`src/rtl/lsu_pkg.sv`:
```
// lsu_pkg: shared types and constants for the load/store-unit AXI4-Lite master.
//   size_e        - access size encoding as presented by the core (11 is illegal)
//   state_e       - bus-master FSM states
//   RESP_*        - AXI response codes
//   size_addr_ok  - legality/alignment check for a (size, addr[1:0]) pair
package lsu_pkg;

  typedef enum logic [1:0] {
    SZ_BYTE = 2'b00,
    SZ_HALF = 2'b01,
    SZ_WORD = 2'b10
  } size_e;

  typedef enum logic [2:0] {
    IDLE,
    WR,
    WR_B,
    RD,
    RD_R,
    RESP
  } state_e;

  localparam logic [1:0] RESP_OKAY   = 2'b00;
  localparam logic [1:0] RESP_SLVERR = 2'b10;

  // True when the size code is legal and the address is naturally aligned for it.
  function automatic logic size_addr_ok(input logic [1:0] size, input logic [1:0] off);
    logic ok;
    ok = 1'b0;
    case (size)
      SZ_BYTE: ok = 1'b1;
      SZ_HALF: ok = (off[0] == 1'b0);
      SZ_WORD: ok = (off == 2'b00);
      default: ok = 1'b0;
    endcase
    return ok;
  endfunction

endpackage

```
`src/rtl/lsu_axi_master_lane_align.sv`:
```
// lsu_lane_align: purely combinational byte-lane steering for a 32-bit bus.
//   Store side: st_size/st_off/st_wdata -> st_wstrb (byte enables) and
//               st_wdata_lane (right-aligned data replicated across lanes).
//   Load side:  ld_size/ld_off/ld_unsigned/ld_rdata -> ld_result, the addressed
//               byte/half moved to bit 0 and sign- or zero-extended.
// Illegal size codes produce a zero strobe and pass data through unchanged.
module lsu_lane_align
  import lsu_pkg::*;
(
  input  logic [1:0]  st_size,
  input  logic [1:0]  st_off,
  input  logic [31:0] st_wdata,
  output logic [3:0]  st_wstrb,
  output logic [31:0] st_wdata_lane,
  input  logic [1:0]  ld_size,
  input  logic [1:0]  ld_off,
  input  logic        ld_unsigned,
  input  logic [31:0] ld_rdata,
  output logic [31:0] ld_result
);

  always_comb begin
    st_wstrb      = 4'b0000;
    st_wdata_lane = st_wdata;
    case (st_size)
      SZ_BYTE: begin
        st_wstrb      = 4'b0001 << st_off;
        st_wdata_lane = {4{st_wdata[7:0]}};
      end
      SZ_HALF: begin
        st_wstrb      = 4'b0011 << st_off;
        st_wdata_lane = {2{st_wdata[15:0]}};
      end
      SZ_WORD: begin
        st_wstrb      = 4'b1111;
        st_wdata_lane = st_wdata;
      end
      default: begin
        st_wstrb      = 4'b0000;
        st_wdata_lane = st_wdata;
      end
    endcase
  end

  logic [31:0] shifted;
  logic        sign_bit;

  always_comb begin
    shifted   = ld_rdata >> {ld_off, 3'b000};
    sign_bit  = 1'b0;
    ld_result = ld_rdata;
    case (ld_size)
      SZ_BYTE: begin
        sign_bit  = shifted[7] & ~ld_unsigned;
        ld_result = {{24{sign_bit}}, shifted[7:0]};
      end
      SZ_HALF: begin
        sign_bit  = shifted[15] & ~ld_unsigned;
        ld_result = {{16{sign_bit}}, shifted[15:0]};
      end
      default: ld_result = ld_rdata;
    endcase
  end

endmodule

```
`src/rtl/lsu_axi_master.sv`:
```
// lsu_axi_master: AXI4-Lite master for the RV32I load/store unit.
//   Core side:  req_valid/req_ready handshake with req_we, req_size, req_unsigned,
//               req_addr, req_wdata; completion is a one-cycle resp_valid pulse with
//               resp_rdata (extended load data, 0 for stores/errors) and resp_err.
//   AXI side:   AW/W/B write channels and AR/R read channels, one outstanding
//               transaction. BREADY/RREADY stay high across the whole transaction
//               because the slave only pulses its VALIDs for one cycle.
//   Misaligned or illegal-size requests complete with an error without touching
//   the bus. Any bus-wait state that lasts TIMEOUT_CYCLES cycles is abandoned
//   with an error.
module lsu_axi_master
  import lsu_pkg::*;
#(
  parameter int AXI_AWIDTH     = 32,
  parameter int AXI_DWIDTH     = 32,
  parameter int TIMEOUT_CYCLES = 255
) (
  input  logic                    AXI_ACLK,
  input  logic                    AXI_ARESET,
  input  logic                    req_valid,
  output logic                    req_ready,
  input  logic                    req_we,
  input  logic [1:0]              req_size,
  input  logic                    req_unsigned,
  input  logic [31:0]             req_addr,
  input  logic [31:0]             req_wdata,
  output logic                    resp_valid,
  output logic [31:0]             resp_rdata,
  output logic                    resp_err,
  output logic [AXI_AWIDTH-1:0]   AXI_AWADDR,
  output logic                    AXI_AWVALID,
  input  logic                    AXI_AWREADY,
  output logic [AXI_DWIDTH-1:0]   AXI_WDATA,
  output logic [AXI_DWIDTH/8-1:0] AXI_WSTRB,
  output logic                    AXI_WVALID,
  input  logic                    AXI_WREADY,
  input  logic [1:0]              AXI_BRESP,
  input  logic                    AXI_BVALID,
  output logic                    AXI_BREADY,
  output logic [AXI_AWIDTH-1:0]   AXI_ARADDR,
  output logic                    AXI_ARVALID,
  input  logic                    AXI_ARREADY,
  input  logic [AXI_DWIDTH-1:0]   AXI_RDATA,
  input  logic [1:0]              AXI_RRESP,
  input  logic                    AXI_RVALID,
  output logic                    AXI_RREADY
);

  localparam int TW = $clog2(TIMEOUT_CYCLES + 1);
  // The timeout fires while the counter shows the last permitted cycle, so the
  // state is left exactly TIMEOUT_CYCLES cycles after entry.
  localparam logic [TW-1:0] TMO_LAST = TW'(TIMEOUT_CYCLES - 1);

  state_e         state_reg, state_next;
  logic           aw_done_reg, aw_done_next;
  logic           w_done_reg, w_done_next;
  logic [TW-1:0]  timer_reg, timer_next;
  logic           err_reg, err_next;
  logic [31:0]    rdata_reg, rdata_next;

  logic [31:0]    addr_reg;
  logic [1:0]     size_reg;
  logic           unsigned_reg;
  logic [3:0]     wstrb_reg;
  logic [31:0]    wdata_reg;

  logic [3:0]     st_wstrb;
  logic [31:0]    st_wdata_lane;
  logic [31:0]    ld_result;
  logic           accept;
  logic           timeout;

  lsu_lane_align u_lane_align (
    .st_size       (req_size),
    .st_off        (req_addr[1:0]),
    .st_wdata      (req_wdata),
    .st_wstrb      (st_wstrb),
    .st_wdata_lane (st_wdata_lane),
    .ld_size       (size_reg),
    .ld_off        (addr_reg[1:0]),
    .ld_unsigned   (unsigned_reg),
    .ld_rdata      (AXI_RDATA),
    .ld_result     (ld_result)
  );

  assign accept  = (state_reg == IDLE) && req_valid;
  assign timeout = (timer_reg == TMO_LAST);

  // Request fields are captured once so bus address/data stay stable under VALID.
  always_ff @(posedge AXI_ACLK) begin
    if (AXI_ARESET) begin
      addr_reg     <= '0;
      size_reg     <= '0;
      unsigned_reg <= 1'b0;
      wstrb_reg    <= '0;
      wdata_reg    <= '0;
    end else if (accept) begin
      addr_reg     <= req_addr;
      size_reg     <= req_size;
      unsigned_reg <= req_unsigned;
      wstrb_reg    <= st_wstrb;
      wdata_reg    <= st_wdata_lane;
    end
  end

  always_ff @(posedge AXI_ACLK) begin
    if (AXI_ARESET) begin
      state_reg   <= IDLE;
      aw_done_reg <= 1'b0;
      w_done_reg  <= 1'b0;
      timer_reg   <= '0;
      err_reg     <= 1'b0;
      rdata_reg   <= '0;
    end else begin
      state_reg   <= state_next;
      aw_done_reg <= aw_done_next;
      w_done_reg  <= w_done_next;
      timer_reg   <= timer_next;
      err_reg     <= err_next;
      rdata_reg   <= rdata_next;
    end
  end

  always_comb begin
    state_next   = state_reg;
    aw_done_next = aw_done_reg;
    w_done_next  = w_done_reg;
    timer_next   = timer_reg;
    err_next     = err_reg;
    rdata_next   = rdata_reg;
    req_ready    = 1'b0;
    resp_valid   = 1'b0;
    AXI_AWVALID  = 1'b0;
    AXI_WVALID   = 1'b0;
    AXI_BREADY   = 1'b0;
    AXI_ARVALID  = 1'b0;
    AXI_RREADY   = 1'b0;

    case (state_reg)
      IDLE: begin
        req_ready = 1'b1;
        if (req_valid) begin
          aw_done_next = 1'b0;
          w_done_next  = 1'b0;
          timer_next   = '0;
          err_next     = 1'b0;
          rdata_next   = '0;
          if (!size_addr_ok(req_size, req_addr[1:0])) begin
            err_next   = 1'b1;
            state_next = RESP;
          end else if (req_we) begin
            state_next = WR;
          end else begin
            state_next = RD;
          end
        end
      end

      WR: begin
        AXI_AWVALID  = !aw_done_reg;
        AXI_WVALID   = !w_done_reg;
        AXI_BREADY   = 1'b1;
        timer_next   = timer_reg + TW'(1);
        aw_done_next = aw_done_reg | AXI_AWREADY;
        w_done_next  = w_done_reg | AXI_WREADY;
        if (aw_done_next && w_done_next) begin
          // The slave may return B in the same cycle as the last address/data beat.
          if (AXI_BVALID) begin
            err_next   = (AXI_BRESP != RESP_OKAY);
            state_next = RESP;
          end else begin
            timer_next = '0;
            state_next = WR_B;
          end
        end else if (timeout) begin
          err_next   = 1'b1;
          state_next = RESP;
        end
      end

      WR_B: begin
        AXI_BREADY = 1'b1;
        timer_next = timer_reg + TW'(1);
        if (AXI_BVALID) begin
          err_next   = (AXI_BRESP != RESP_OKAY);
          state_next = RESP;
        end else if (timeout) begin
          err_next   = 1'b1;
          state_next = RESP;
        end
      end

      RD: begin
        AXI_ARVALID = 1'b1;
        AXI_RREADY  = 1'b1;
        timer_next  = timer_reg + TW'(1);
        if (AXI_ARREADY) begin
          if (AXI_RVALID) begin
            err_next   = (AXI_RRESP != RESP_OKAY);
            rdata_next = (AXI_RRESP != RESP_OKAY) ? 32'd0 : ld_result;
            state_next = RESP;
          end else begin
            timer_next = '0;
            state_next = RD_R;
          end
        end else if (timeout) begin
          err_next   = 1'b1;
          rdata_next = '0;
          state_next = RESP;
        end
      end

      RD_R: begin
        AXI_RREADY = 1'b1;
        timer_next = timer_reg + TW'(1);
        if (AXI_RVALID) begin
          err_next   = (AXI_RRESP != RESP_OKAY);
          rdata_next = (AXI_RRESP != RESP_OKAY) ? 32'd0 : ld_result;
          state_next = RESP;
        end else if (timeout) begin
          err_next   = 1'b1;
          rdata_next = '0;
          state_next = RESP;
        end
      end

      RESP: begin
        resp_valid = 1'b1;
        state_next = IDLE;
      end

      default: state_next = IDLE;
    endcase
  end

  // Response payload is only presented during the completion pulse.
  assign resp_err   = (state_reg == RESP) && err_reg;
  assign resp_rdata = (state_reg == RESP) ? rdata_reg : 32'd0;

  assign AXI_AWADDR = addr_reg[AXI_AWIDTH-1:0];
  assign AXI_ARADDR = addr_reg[AXI_AWIDTH-1:0];
  assign AXI_WDATA  = wdata_reg;
  assign AXI_WSTRB  = wstrb_reg;

endmodule

```
`config.mk`:
```
export PLATFORM = sky130hd
export DESIGN_NAME = lsu_axi_master
export DESIGN_NICKNAME = d
export VERILOG_FILES = /design/src/rtl/lsu_pkg.sv /design/src/rtl/lsu_axi_master_lane_align.sv /design/src/rtl/lsu_axi_master.sv
export SDC_FILE = /design/constraint.sdc
export NUM_CORES = 1
export LEC_CHECK = 0
export CORE_MARGIN = 2
export CORE_UTILIZATION = 46
export CTS_CLUSTER_DIAMETER = 100
export CTS_CLUSTER_SIZE = 8
export DETAILED_ROUTE_END_ITERATION = 7
export PLACE_DENSITY = 0.9
export SKIP_CTS_REPAIR_TIMING = 1
export SYNTH_ARGS = -nofsm -noshare
export SYNTH_HDL_FRONTEND = slang
export SYNTH_SLANG_ARGS = --single-unit
export TNS_END_PERCENT = 1
```
`constraint.sdc`:
```
create_clock -name AXI_ACLK -period 2.68 [get_ports AXI_ACLK]
set_input_delay 0.536 -clock AXI_ACLK [delete_from_list [all_inputs] [get_ports AXI_ACLK]]
set_output_delay 0.536 -clock AXI_ACLK [all_outputs]
set_load 0.02 [all_outputs]
```
==> flow_summary.ini, run 1 <==
[status]
outcome = finished clean

[cells_and_area]
multi_input_area_sq_mm = 0.00304
fin_nets = 1059
final_util = 0.711
fillers = 977
syn_to_final_growth_pct = 51.1
regArea_sq_mm = 0.00234
num_antenna_cells = 0
drive_above_1_share = 0.0741
finish.instance_area_sq_mm = 0.00897

[critical_path]
crit_slowest_cell = clkdlybuf4s50_1
cpPeakStageDelay_ns = 0.62
worstPathRequired_ns = 2.14
path_class = reg2out
worstPathCellList = buf_4 -> or3_4 -> inv_2 -> clkdlybuf4s50_1
cp_max_fo = 18
cp-end-kind = output pin
r2r_slack_ns = 0.62
rr_worst_depth = 6
critPathArrivalTime_ns = 2.05
crit_path_start_kind = flop

[clock_network]
clkTransAtPathRegs_ns = 0.05
cts_root_buffer = clkbuf_16
clkSinkCount = 117
clockBufferDepth = 2
tritoncts = done
ctsHtreeMaxLevel = 4
cts_buffers = 17
clk_latency_ns = 0.41

[pwr]
leakage_nw = 3.45
p_per_area_mw_per_mm2 = 796
peakVddDrop_uv = 575

[route]
viasPerCell = 5.35
vias = 6040
totalWireLength_microns = 18600
drtPass1Iterations = 5
drt_iter0_markers = 612
drc = 0
ant_nets = 0
post_drt_wl_per_cell_microns = 16.5

[yosys]
synth_area_sq_mm = 0.00594
synthTopCellsByCount = nand2_1, dfxtp_1, a21oi_1, nor2_1, buf_4
async_flop_share = 0
synth_area_leaders = dfxtp_1, nand2_1, a21oi_1
ys_seq_area_frac = 0.395
yosysWarningCount = 0
synth_edf_count = 0
yosys.area.top_type = dfxtp_1
synthesis.nets = 854
netlist_instances = 740
synth.top_cell.area_share = 0.395
avgSynthCellArea_sq_um = 8.02
yosysMostFrequentCell = nand2_1
synth-seq-cells = 117
synth_cell_types = 62
ys.flop_type = dfxtp_1

[die]
io_pins = 252
initial_core_util = 0.470
core_sq_mm = 0.0126
die_area_sq_mm = 0.0138
num_rows = 41
die_height_microns = 118
dieWidth_microns = 118

[sta]
finalSetupViolCount = 0
fin_crit_sh = 0.964
period_minus_slack_ns = 2.58
finClkSkew_ns = 0.00611
rsz0062_at_grt = false
slew-limit-headroom = 0.505
finalHoldViolations = 0
fmax_mhz = 387
worst_pin_slew_ns = 0.738
maxSlewViolCount = 0

[grt]
first_global_vias = 5906
grt_max_degree = 88
grt_usage = 0.270
grt_first_pass_wirelength_microns = 30200
antenna_found_initial = 0
grt_overflow = 0

[worst_hold_path]
hold_depth = 2
hold_path_class = reg2reg

[placed_design]
dp_hpwl_microns = 13300
postPlaceCellArea_sq_mm = 0.00830
gp_congestion = 0.883
port_buffers = 251

[flow_run]
max_cap_violations = 0
==> critical path: cells and delay by family, from the launching register on <==
kind                   cells  cell delay [ns]
DFF                        1             0.31
and+or+nand+nor            1             0.41
buffers and inverters      3             0.91
==> layout by cell type (no fill, tap or decap), types with 7 or more instances in the layout <==
master	n
dlymetal6s2s_1	9
or3_1	8
a21oi_1	82
nand2b_1	32
clkbuf_16	17
a211oi_1	9
nor2_1	57
dfxtp_1	116
o21ai_0	29
clkdlybuf4s50_1	241
a22o_1	17
buf_4	20
nand2_1	143
a311oi_1	9
a32o_1	7
mux2i_1	25
and2_1	33
==> logic make-up after synthesis <==
family / count (synthesis) / synth area share
AO/OA/AOI/OAI: 185 / 0.203
XOR/XNOR: 8 / 0.0118
adder cells (fa/ha/maj): 2 / 0.00422
buffers and inverters: 93 / 0.0944
flip-flops: 117 / 0.395
multiplexers: 26 / 0.0460
AND/OR/NAND/NOR: 309 / 0.246
==> area by class of cell <==
class | count | share of cell area
clock buffer | 24 | 0.0548
clock inverter | 8 | 0.0162
inverter | 7 | 0.00293
multi-input combinational | 530 | 0.339
sequential | 117 | 0.261
tap | 172 | 0.0240
timing repair buffer | 272 | 0.302
==> per-layer routing <==
layer  wire length (microns)  global-route usage  share of wire  vias up
met1                    7280               0.310           0.39     2823
met2                    9140               0.458           0.49      269
met3                    1710              0.0930          0.092       39
met5                       0                   0              0        -
met4                     478               0.114          0.026        0
li1                        -                   -              -     2909
==> power breakdown <==
group | total (mW) | switching (mW) | internal (mW)
Sequential | 2.18 | 0.189 | 1.99
Clock | 2.43 | 0.776 | 1.65
Combinational | 2.54 | 1.42 | 1.12
==> path summary, 6_finish.rpt <==
| path | from | to |
|---|---|---|
| worst min register to register | AXI_WSTRB[1] | AXI_WSTRB[1] |
| worst max-delay path | state_reg[1] | req_ready |
| worst min-delay path | AXI_WSTRB[1] | AXI_WSTRB[1] |
| worst max register to register | state_reg[2] | rdata_reg[24] |
==> per-stage QoR <==
step	instances	TNS (ns)	hold slack [ns]	worst slack (ns)	power (mW)
6_report	1130	0	0.451	0.0953	7.14
5_1_grt	1130	0	0.467	0.0187	7.49
4_1_cts	1130	-0.981	0.448	-0.0648	7.17
3_5_place_dp	1098	0	0.442	0.139	4.72
3_3_place_gp	1098	0	0.438	0.223	4.67
2_1_floorplan	740	0	0.427	0.654	3.78
Note: power is estimated with default switching activity, not from simulation.
==> run 2: changes to the inputs <==
--- a/config.mk
+++ b/config.mk
@@ -12,6 +12,7 @@
 export DETAILED_ROUTE_END_ITERATION = 7
 export PLACE_DENSITY = 0.9
 export SKIP_CTS_REPAIR_TIMING = 1
+export SLEW_MARGIN = 20
 export SYNTH_ARGS = -nofsm -noshare
 export SYNTH_HDL_FRONTEND = slang
 export SYNTH_SLANG_ARGS = --single-unit
==> results of run 2 <==
No change in the layout: final DEF, timing and power equal those of run 1.
